<file path="config.mk">
export PLATFORM = sky130hd
export DESIGN_NAME = fp_mant_normalize_round_flat
export DESIGN_NICKNAME = d
export VERILOG_FILES = /design/src/rtl/fp_mant_normalize_round_if.sv /design/src/rtl/fp_mant_normalize_round.sv /design/src/flat_wrapper.sv
export SDC_FILE = /design/constraint.sdc
export NUM_CORES = 1
export LEC_CHECK = 0
export CORE_ASPECT_RATIO = 1.4
export CORE_MARGIN = 2
export CORE_UTILIZATION = 40
export CTS_CLUSTER_SIZE = 25
export DETAILED_ROUTE_END_ITERATION = 8
export MAX_ROUTING_LAYER = met4
export PLACE_DENSITY = 0.64
export SLEW_MARGIN = 20
export SYNTH_ARGS = -nofsm -noshare
export SYNTH_HDL_FRONTEND = slang
export SYNTH_SLANG_ARGS = --single-unit
</file>
<file path="constraint.sdc">
create_clock -name clk -period 9.2 [get_ports clk]
set_clock_uncertainty 0.1 [all_clocks]
set_input_delay 1.38 -clock clk [delete_from_list [all_inputs] [get_ports clk]]
set_output_delay 1.38 -clock clk [all_outputs]
set_load 0.005 [all_outputs]
</file>
<file path="src/rtl/fp_mant_normalize_round_if.sv">
// ----------------------------------------------------------------------------
// fp_mant_normalize_round_if
// Handshake bundle for the significand normalize/round stage.
//   Upstream side  : in_valid, in_ready, in_mant[MW], in_exp[EW]
//   Downstream side: out_valid, out_ready, out_mant[OW], out_exp[EW],
//                    out_zero, out_ovf, out_unf
// Modports:
//   master : the environment (drives inputs and out_ready, observes results)
//   slave  : the stage itself
// ----------------------------------------------------------------------------
interface fp_mant_normalize_round_if #(
    parameter int MW = 48,
    parameter int OW = 24,
    parameter int EW = 10
);
    logic          in_valid;
    logic          in_ready;
    logic [MW-1:0] in_mant;
    logic [EW-1:0] in_exp;

    logic          out_valid;
    logic          out_ready;
    logic [OW-1:0] out_mant;
    logic [EW-1:0] out_exp;
    logic          out_zero;
    logic          out_ovf;
    logic          out_unf;

    modport master (
        output in_valid, in_mant, in_exp, out_ready,
        input  in_ready, out_valid, out_mant, out_exp, out_zero, out_ovf, out_unf
    );

    modport slave (
        input  in_valid, in_mant, in_exp, out_ready,
        output in_ready, out_valid, out_mant, out_exp, out_zero, out_ovf, out_unf
    );
endinterface

</file>
<file path="src/rtl/fp_mant_normalize_round.sv">
// ----------------------------------------------------------------------------
// fp_mant_normalize_round
// Multi-cycle post-adder / post-multiplier stage. Takes a raw MW-bit
// significand in [0,4) (binary point between bits MW-2 and MW-3) with a
// signed biased working exponent, normalizes it one bit position per cycle
// so that bit MW-2 is the leading one, then rounds to OW bits (hidden bit
// included) with round-to-nearest-even.
// Ports:
//   clk  : rising-edge clock
//   rst  : asynchronous, active-high reset
//   bus  : slave side of fp_mant_normalize_round_if (valid/ready in and out)
// Timing: one operation in flight; in_ready only in IDLE, out_valid only in
// DONE. Latency from the accept edge is 2 + shifts, or a direct jump to DONE
// for a zero significand.
// ----------------------------------------------------------------------------
module fp_mant_normalize_round #(
    parameter int MW   = 48,
    parameter int OW   = 24,
    parameter int EW   = 10,
    parameter int EMAX = 255
) (
    input  logic                         clk,
    input  logic                         rst,
    fp_mant_normalize_round_if.slave     bus
);

    typedef enum logic [1:0] {
        IDLE  = 2'd0,
        NORM  = 2'd1,
        ROUND = 2'd2,
        DONE  = 2'd3
    } state_t;

    localparam logic [OW-1:0] MANT_ONE = {1'b1, {(OW-1){1'b0}}};

    state_t        state_q, state_d;
    logic [MW-1:0] m_q, m_d;        // working significand
    logic [EW-1:0] e_q, e_d;        // working exponent
    logic          s_q, s_d;        // sticky from the single right shift
    logic [OW-1:0] mant_q, mant_d;
    logic [EW-1:0] exp_q, exp_d;
    logic          zero_q, zero_d;
    logic          ovf_q, ovf_d;
    logic          unf_q, unf_d;

    // Rounding fields, valid once bit MW-2 holds the leading one.
    logic [OW-1:0] keep;
    logic          guard;
    logic          sticky;
    logic          round_up;
    logic [OW:0]   keep_inc;
    logic          round_carry;
    logic [EW-1:0] fin_exp;
    logic          ovf_flag;
    logic          unf_flag;

    // ------------------------------------------------------------------------
    // State and datapath registers
    // ------------------------------------------------------------------------
    // NOTE: sequential state uses non-blocking assignments so every register
    // samples the pre-edge value of every other register.
    always_ff @(posedge clk or posedge rst) begin
        if (rst) begin
            state_q <= IDLE;
            m_q     <= '0;
            e_q     <= '0;
            s_q     <= 1'b0;
            mant_q  <= '0;
            exp_q   <= '0;
            zero_q  <= 1'b0;
            ovf_q   <= 1'b0;
            unf_q   <= 1'b0;
        end else begin
            state_q <= state_d;
            m_q     <= m_d;
            e_q     <= e_d;
            s_q     <= s_d;
            mant_q  <= mant_d;
            exp_q   <= exp_d;
            zero_q  <= zero_d;
            ovf_q   <= ovf_d;
            unf_q   <= unf_d;
        end
    end

    // ------------------------------------------------------------------------
    // Rounding arithmetic (round-to-nearest-even on the normalized value)
    // ------------------------------------------------------------------------
    always_comb begin
        keep        = m_q[MW-2 -: OW];
        guard       = m_q[MW-2-OW];
        sticky      = s_q | (|m_q[MW-3-OW:0]);
        // Exact ties round up only when the kept LSB is odd.
        round_up    = guard & (sticky | keep[0]);
        keep_inc    = {1'b0, keep} + {{OW{1'b0}}, round_up};
        round_carry = keep_inc[OW];
    end

    // ------------------------------------------------------------------------
    // Next-state / datapath logic
    // ------------------------------------------------------------------------
    // NOTE: every variable gets a default before the case statement so no
    // path leaves one unassigned, which would infer a latch.
    always_comb begin
        state_d = state_q;
        m_d     = m_q;
        e_d     = e_q;
        s_d     = s_q;
        mant_d  = mant_q;
        exp_d   = exp_q;
        zero_d  = zero_q;
        ovf_d   = ovf_q;
        unf_d   = unf_q;
        fin_exp = '0;

        case (state_q)
            IDLE: begin
                if (bus.in_valid) begin
                    m_d = bus.in_mant;
                    e_d = bus.in_exp;
                    s_d = 1'b0;
                    if (bus.in_mant == '0) begin
                        // Zero skips normalization; result exponent is 0.
                        state_d = DONE;
                        fin_exp = '0;
                        mant_d  = '0;
                        exp_d   = '0;
                        zero_d  = 1'b1;
                    end else begin
                        state_d = NORM;
                    end
                end
            end

            NORM: begin
                if (m_q[MW-1]) begin
                    // Value in [2,4): one right shift, remember the lost bit.
                    m_d = {1'b0, m_q[MW-1:1]};
                    e_d = e_q + EW'(1);
                    s_d = s_q | m_q[0];
                end else if (!m_q[MW-2]) begin
                    m_d = {m_q[MW-2:0], 1'b0};
                    e_d = e_q - EW'(1);
                end else begin
                    state_d = ROUND;
                end
            end

            ROUND: begin
                // An all-ones keep field that rounds up becomes 1.0 * 2^(e+1).
                fin_exp = round_carry ? (e_q + EW'(1)) : e_q;
                mant_d  = round_carry ? MANT_ONE : keep_inc[OW-1:0];
                exp_d   = fin_exp;
                zero_d  = 1'b0;
                state_d = DONE;
            end

            DONE: begin
                if (bus.out_ready) begin
                    state_d = IDLE;
                end
            end

            default: state_d = IDLE;
        endcase

        // Flags follow the exponent being written in this cycle.
        ovf_flag = (int'($signed(fin_exp)) >= EMAX);
        unf_flag = (int'($signed(fin_exp)) <= 0);
        if ((state_q == ROUND) || ((state_q == IDLE) && bus.in_valid && (bus.in_mant == '0))) begin
            ovf_d = ovf_flag;
            unf_d = unf_flag;
        end
    end

    // ------------------------------------------------------------------------
    // Outputs
    // ------------------------------------------------------------------------
    assign bus.in_ready  = (state_q == IDLE);
    assign bus.out_valid = (state_q == DONE);
    assign bus.out_mant  = mant_q;
    assign bus.out_exp   = exp_q;
    assign bus.out_zero  = zero_q;
    assign bus.out_ovf   = ovf_q;
    assign bus.out_unf   = unf_q;

endmodule

</file>
<file path="src/flat_wrapper.sv">
// flat-port wrapper written by rule: the top's interface ports become plain ports
module fp_mant_normalize_round_flat 
#(
    parameter int MW   = 48,
    parameter int OW   = 24,
    parameter int EW   = 10,
    parameter int EMAX = 255
)
  (clk, rst, bus_in_valid, bus_in_mant, bus_in_exp, bus_out_ready, bus_in_ready, bus_out_valid, bus_out_mant, bus_out_exp, bus_out_zero, bus_out_ovf, bus_out_unf);
  fp_mant_normalize_round_if #(.MW(MW), .OW(OW), .EW(EW)) bus_i ();
  input  logic clk;
  input  logic rst;
  input wire logic [$bits(bus_i.in_valid)-1:0] bus_in_valid;
  input wire logic [$bits(bus_i.in_mant)-1:0] bus_in_mant;
  input wire logic [$bits(bus_i.in_exp)-1:0] bus_in_exp;
  input wire logic [$bits(bus_i.out_ready)-1:0] bus_out_ready;
  output wire logic [$bits(bus_i.in_ready)-1:0] bus_in_ready;
  output wire logic [$bits(bus_i.out_valid)-1:0] bus_out_valid;
  output wire logic [$bits(bus_i.out_mant)-1:0] bus_out_mant;
  output wire logic [$bits(bus_i.out_exp)-1:0] bus_out_exp;
  output wire logic [$bits(bus_i.out_zero)-1:0] bus_out_zero;
  output wire logic [$bits(bus_i.out_ovf)-1:0] bus_out_ovf;
  output wire logic [$bits(bus_i.out_unf)-1:0] bus_out_unf;
  assign bus_i.in_valid = bus_in_valid;
  assign bus_i.in_mant = bus_in_mant;
  assign bus_i.in_exp = bus_in_exp;
  assign bus_i.out_ready = bus_out_ready;
  assign bus_in_ready = bus_i.in_ready;
  assign bus_out_valid = bus_i.out_valid;
  assign bus_out_mant = bus_i.out_mant;
  assign bus_out_exp = bus_i.out_exp;
  assign bus_out_zero = bus_i.out_zero;
  assign bus_out_ovf = bus_i.out_ovf;
  assign bus_out_unf = bus_i.out_unf;
  fp_mant_normalize_round #(.MW(MW), .OW(OW), .EW(EW), .EMAX(EMAX)) u_core (.clk(clk), .rst(rst), .bus(bus_i));
endmodule
</file>
After elaboration in Yosys (flattened, before gate mapping)
Index checks and enable logic that the tools add are counted.
Widths: inputs -> output; s select.
{ "totals": {"register_bits": 98, "out_inout_bits": 39} }
{ "op_classes": {"order_cmp": 2, "n_reduce_logical": 13, "n_bitwise": 4, "mux": 29, "addsub": 3, "n_eq_ne": 10} }
{ "ops": {"columns": ["op", "count"], "rows": [
  ["$mux 48", 2],
  ["$pmux 48 s2", 1],
  ["$mux 24", 3],
  ["$mux 10", 7],
  ["$logic_not 48->1", 1],
  ["$pmux 24 s2", 1],
  ["$mux 47", 1],
  ["$pmux 10 s2", 2],
  ["$add 24x1->25", 1],
  ["$reduce_or 22->1", 1],
  ["$add 10x1->10 const B", 1],
  ["$ge 10x9->1 const B", 1],
  ["$le 10x1->1 const B", 1],
  ["$mux 2", 5],
  ["$sub 10x1->10 const B", 1],
  ["$reduce_and 3->1", 3],
  ["$pmux 2 s4", 1],
  ["$ne 2x1->1 const B", 3],
  ["$ne 2x2->1 const B", 3],
  ["$eq 2x2->1 const B", 2],
  ["$mux 1", 4],
  ["$pmux 1 s2", 2],
  ["$reduce_and 4->1", 1],
  ["$reduce_bool 2->1", 2],
  ["8 further kinds", 11]
]} }

Logic depth before layout (Yosys ltp)
Gate-level depths: netlist of run 1.
{ "depth": {"word_depth": 8, "mapped_depth": 11, "depth_no_buf": 10} }

Worst setup path before layout of run 1
OpenSTA, ideal clock, no wires.
{ "synth_path": {"path_type": "input -> register", "start": "input bus_in_mant[34]", "end": "register u_core.mant_q[22], in the netlist u_core.bus.out_mant[22]", "path_stages": 6, "required_time_ns": 8.978, "t_arrival_ns": 3.083, "setup_time_ns": 0.122, "path_buffers": 1, "slack_ns": 5.895, "cell_sequence": "or4_1 > nor4_1 > nand3_1 > a21boi_1 > clkbuf_1 > a32o_1"} }
{ "synth_via": {"elab_chain_cells": 3} }
{ "synth_rtl": {"columns": ["item", "line", "text"], "rows": [
  ["start: declaration", "flat_wrapper.sv:14", "input wire logic [$bits(bus_i.in_mant)-1:0] bus_in_mant;"],
  ["$logic_not 48->1", "fp_mant_normalize_round.sv:122", "if (bus.in_mant == '0) begin"],
  ["$ne 2x1->1 (no line)", null, null],
  ["$reduce_and 3->1 (no line)", null, null],
  ["end signal: assignment", "fp_mant_normalize_round.sv:78", "mant_q <= mant_d;"],
  ["end: declaration", "fp_mant_normalize_round.sv:40", "logic [OW-1:0] mant_q, mant_d;"]
]} }
Every way passes these cells.
A chain may end at the register's enable or synchronous reset.

Final worst setup path of run 1
{ "layout_path": {"start": "input bus_in_mant[46]", "end": "register u_core.mant_q[16], in the netlist u_core.bus.out_mant[16]"} }
The elaborated chain is that of the path after synthesis.

==> flow_summary.yaml, run 1 <==
clock_network:
  clk_pin_slew_worst_paths_ps: 70
  cts-resized-gates: 0
  cts_hold_buf: 0
  cts-root-buf: "clkbuf_16"
  cts_made_buffers: 9
  clock_sinks: 98
  worst_skew_pair.late_latency_ps: 350
  cts_setup_buffers: 0
  htreeDepth: 3
  cts_max_path_buffers: 2
  cts_tree: "yes"
critical_path:
  timing.rr.end: "u_core.e_q[3]"
  crit_path_max_fanout: 21
  cp-startpoint: "bus_in_mant[46]"
  cp-end-kind: "flip-flop"
  reg2reg_slack_ps: 5650
  r2r_start: "u_core.state_q[1]"
  cp.required_ps: 9350
  worstSetupPathType: "in -> reg"
  cp.arrival_ps: 4360
  startpoint_type: "primary input"
  rr_worst_depth: 8
  cp-endpoint: "u_core.bus.out_mant[16]"
synth:
  yosys_warnings: 0
  synth_common_cells: "nand2_1 (119), o21ai_0 (112), dfrtp_1 (98)"
  synth_area_leaders: "dfrtp_1 (41%), o21ai_0 (9.3%), nand2_1 (7.4%), o311ai_0 (5.5%), o211ai_1 (4.8%)"
  synth_edf_count: 0
  synth_top_area_share_pct: 40.5
  yosysUniqueCellTypes: 56
  synthMostInstantiatedCell: "nand2_1"
  syn_area_mm2: 0.00605
  yosysSeqAreaShare_pct: 40.5
  syn_inst: 734
  avgSynthCellArea_um2: 8.24
  synth_top_area_cell: "dfrtp_1"
  synthArstFlopShare_pct: 100
  synthFlopType: "dfrtp_1"
  ys_seq_elements: 98
  syn_nets: 803
global_routing:
  grt_use_total_pct: 22.3
  grt_pass1_vias: 5542
  grt_overflow: 0
  antenna_found_initial: 0
  grt_max_degree: 107
  grt_pass1_wl_um: 28000
timing:
  whs_ps: 378
  finalCritPeriodShare_pct: 45.8
  tns_ps: 0
  rsz0062_at_grt: "false"
  slew_violations: 0
  min_period_ps: 4210
  setup_viol: 0
  max_slew.worst_pin.slew_ps: 959
  timing.max_slew.rel_slack_pct: 36.1
  layout_setup_ws_ps: 4990
  hold_viol: 0
  fmax_mhz: 238
die:
  die_height_um: 150
  start_util_pct: 40.5
  row_count: 53
  die_w_um: 108
  dieArea_mm2: 0.0161
  io_pins: 101
  core-area_mm2: 0.0149
layout:
  area_growth_pct: 22.9
  stdcell_area_mm2: 0.00744
  fin_nets: 859
  final_util_pct: 49.8
  antenna_cells: 0
  drive_gt1_share_pct: 4.40
  fin_cells: 987
  ff_latch_area_mm2: 0.00245
  multi_input_area_mm2: 0.00317
  n_fill_cell: 1497
place:
  portBuffers: 100
  postPlaceCellArea_mm2: 0.00712
  gp_congestion: 0.920
  place_ws_ps: 4570
  place_inst: 970
  dp_hpwl_um: 12000
power:
  total_power_mw: 2.46
  ir_worst_vdd_mv: 0.261
  p_leak_nw: 2.87
  cellPowerDensity_mw_per_mm2: 331
drt:
  drcViolationCount: 0
  dr.pass1.iters: 4
  viasPerCell: 5.84
  vias: 5765
  drtIter0Drc: 280
  postRouteAntennaNets: 0
  routedWlPerCell_um: 17.0
  wl_um: 16700
outcome:
  status: "finished clean"
run:
  cap_violations: 0
hold_path:
  hold_path_class: "reg -> reg"
==> metal layers <==
metal  wire length [µm]  part of all wire (%)  vias up  GRT usage [%]
li1                   -                     -     2781              -
met1               7140                    43     2767           29.5
met2               8320                    50      183           35.2
met3                809                   4.8       34           2.40
met4                466                   2.8        0           8.59
met5                  0                     0        -              -
==> kinds of logic (layout without fill, tap and decap cells) <==
| family | Yosys count | in the layout | synth area share (%) |
|---|---|---|---|
| compound gates | 243 | 243 | 26.2 |
| xor+xnor | 32 | 32 | 4.63 |
| fa+ha+maj | 7 | 7 | 1.45 |
| buf+inv | 118 | 179 | 7.51 |
| flops | 98 | 98 | 40.5 |
| mux | 8 | 8 | 1.32 |
| simple gates | 228 | 228 | 18.3 |
==> registers in the layout, indices dropped and copies added, names as in the netlist <==
name / count
u_core.m_q: 48
u_core.bus.out_ovf: 1
u_core.bus.out_unf: 1
u_core.bus.out_exp: 10
u_core.e_q: 10
u_core.state_q: 2
u_core.bus.out_zero: 1
u_core.bus.out_mant: 24
u_core.s_q: 1
==> how the worst min path moves through the flow <==
stage / startpoint / endpoint / slack (ps) / cells past startpoint
2_1_floorplan: u_core.s_q / u_core.s_q / 360 / 1
3_3_place_gp: u_core.bus.out_mant[7] / u_core.bus.out_mant[7] / 370 / 2
3_5_place_dp: u_core.bus.out_mant[0] / u_core.bus.out_mant[0] / 370 / 2
4_1_cts: u_core.bus.out_mant[0] / u_core.bus.out_mant[0] / 390 / 2
5_1_grt: u_core.bus.out_exp[4] / u_core.bus.out_exp[4] / 410 / 2
6_report: u_core.bus.out_exp[4] / u_core.bus.out_exp[4] / 380 / 2
==> critical path, stage by stage <==
cell and delay, ps:
clkdlybuf4s50_1 430, nor4b_1 510, nand4_1 140, nor4_1 480, nand3_1 310, nand2_1 220, nand3_1 500, o21ai_0 370
==> layout by cell type, fill, tap and decap left out, drive strengths merged, types with 22 or more instances in the layout <==
cell type / instances
inv: 58
o311ai: 38
xnor2: 25
clkdlybuf4s50: 100
o21ai: 113
nor2: 24
nand2: 119
nor4: 22
dfrtp: 98
o211ai: 39
==> power by group <==
group          switching, mW  internal, mW
Clock                  0.173         0.193
Sequential             0.232         0.640
Combinational          0.716         0.510
==> layout make-up <==
cell class                      count  share of cell area (%)
Sequential cell                    98                    33.0
Clock buffer                       10                    3.21
Timing Repair Buffer              107                    14.4
Clock inverter                      6                   0.656
Multi-Input combinational cell    518                    42.6
Tap cell                          192                    3.23
Inverter                           56                    2.86
No activity file was read; power rests on OpenSTA's default activity.
==> run 2: changes to the inputs <==
Clock period 9.2 ns to 4.4 ns, I/O delays scaled along.
==> run 2 against run 1 <==
Compared with the run above:
- die area unchanged
- sequential power rose by 120%
- register-to-register slack got worse by 4700 ps
- cell count grew 0.30%
- combinational power is 110% higher
- setup slack got worse by 4100 ps
- first-iteration DRC count rose by 7.9%
- via count decreased by 0.61%
- global-route usage down 0.43 points
- sequential share of layout area shrank 0.11 points
- worst hold slack gained 4.9 ps
- core utilization is 0.17 points higher
==> flow_summary.yaml, run 2 (synthesized netlist as in run 1, its figures left out) <==
outcome:
  status: "finished clean"
timing:
  timing.max_slew.rel_slack_pct: 32.1
  rsz0062_at_grt: "false"
  layout_setup_ws_ps: 921
  hold_viol: 0
  whs_ps: 383
  setup_viol: 0
  fmax_mhz: 287
  min_period_ps: 3480
  finalCritPeriodShare_pct: 79.1
  tns_ps: 0
  slew_violations: 0
  max_slew.worst_pin.slew_ps: 1020
clock_network:
  cts_max_path_buffers: 2
  cts-resized-gates: 0
  clock_sinks: 98
  cts_hold_buf: 0
  cts_tree: "yes"
  cts-root-buf: "clkbuf_16"
  cts_made_buffers: 9
  htreeDepth: 3
  cts_setup_buffers: 0
  worst_skew_pair.late_latency_ps: 340
  clk_pin_slew_worst_paths_ps: 70
critical_path:
  worstSetupPathType: "in -> reg"
  cp.arrival_ps: 3620
  cp.required_ps: 4550
  cp-end-kind: "flip-flop"
  startpoint_type: "primary input"
  crit_path_max_fanout: 21
global_routing:
  grt_pass1_vias: 5537
  grt_use_total_pct: 21.9
  grt_overflow: 0
  grt_pass1_wl_um: 27600
  grt_max_degree: 101
  antenna_found_initial: 0
power:
  ir_worst_vdd_mv: 0.311
  cellPowerDensity_mw_per_mm2: 696
  total_power_mw: 5.19
  p_leak_nw: 2.89
drt:
  vias: 5730
  drcViolationCount: 0
  dr.pass1.iters: 4
  viasPerCell: 5.79
  wl_um: 16700
  postRouteAntennaNets: 0
  routedWlPerCell_um: 16.9
  drtIter0Drc: 302
die:
  start_util_pct: 40.5
  row_count: 53
  io_pins: 101
  dieArea_mm2: 0.0161
  core-area_mm2: 0.0149
  die_w_um: 108
  die_height_um: 150
layout:
  layout_common_cells: "nand2_1 (119), o21ai_0 (112), clkdlybuf4s50_1 (100)"
  layout_commonest_cell: "nand2_1"
  largest_reg_flops: 48
  fin_nets: 862
  n_fill_cell: 1433
  largest-register: "u_core.m_q"
  stdcell_area_mm2: 0.00746
  area_growth_pct: 23.3
  antenna_cells: 0
  drive_gt1_share_pct: 4.64
place:
  portBuffers: 100
  postPlaceCellArea_mm2: 0.00714
  place_ws_ps: 463
  gp_congestion: 0.921
  dp_hpwl_um: 12200
run:
  cap_violations: 0
hold_path:
  hold_path_class: "reg -> reg"
[run 2: cell types whose count changed in the layout (fill, tap and decap cells not counted)]
cell,delta
buf_4,+3
clkinvlp_4,-2
clkbuf_1,+1
clkbuf_8,+1
[run 2: stage by stage]
stage,utilization (%),cells
2_1_floorplan,-,734
3_3_place_gp,47.9,973
3_5_place_dp,47.9,973
4_1_cts,49.8,989
5_1_grt,50.0,990
6_report,50.0,990
[run 2: worst paths after layout]
kind,startpoint,endpoint,slack (ps),cells after the start
min in group asynchronous,rst,u_core.m_q[10],690,2
hold reg to reg,u_core.bus.out_exp[8],u_core.bus.out_exp[8],380,2
max in group asynchronous,rst,u_core.m_q[40],2680,3
hold / removal,u_core.bus.out_exp[8],u_core.bus.out_exp[8],380,2
setup / recovery,bus_in_mant[46],u_core.bus.out_mant[2],920,8
setup reg to reg,u_core.state_q[0],u_core.bus.out_mant[2],940,9
[run 2: final cells by class]
cell class	count	area, µm²	area share, %
clock buffer	12	256	3.44
clock inverter	4	33.8	0.453
inverter	56	213	2.85
multi-input combinational	518	3170	42.5
sequential	98	2450	32.9
tap	192	240	3.22
timing repair buffer	110	1100	14.7
[run 2: layer usage]
layer  wire length, µm  share of wire [%]  GRT usage (%)
met5                 0                  0              -
met4               297                1.8           6.60
met3               899                5.4           3.05
met2              8190                 49           35.4
met1              7340                 44           28.5
[run 2: report_power, final]
part / switching [mW] / internal, mW / total (mW)
combinational: 1.44 / 1.09 / 2.53
clock: 0.352 / 0.420 / 0.772
sequential: 0.554 / 1.34 / 1.89
[run 2: worst max-delay path: stages]
cell,delay (ps)
clkdlybuf4s50_1,440
nor4b_1,520
nand4_1,150
nor4_1,470
nand3_1,290
nand2_1,220
nand3_1,500
o21ai_0,370
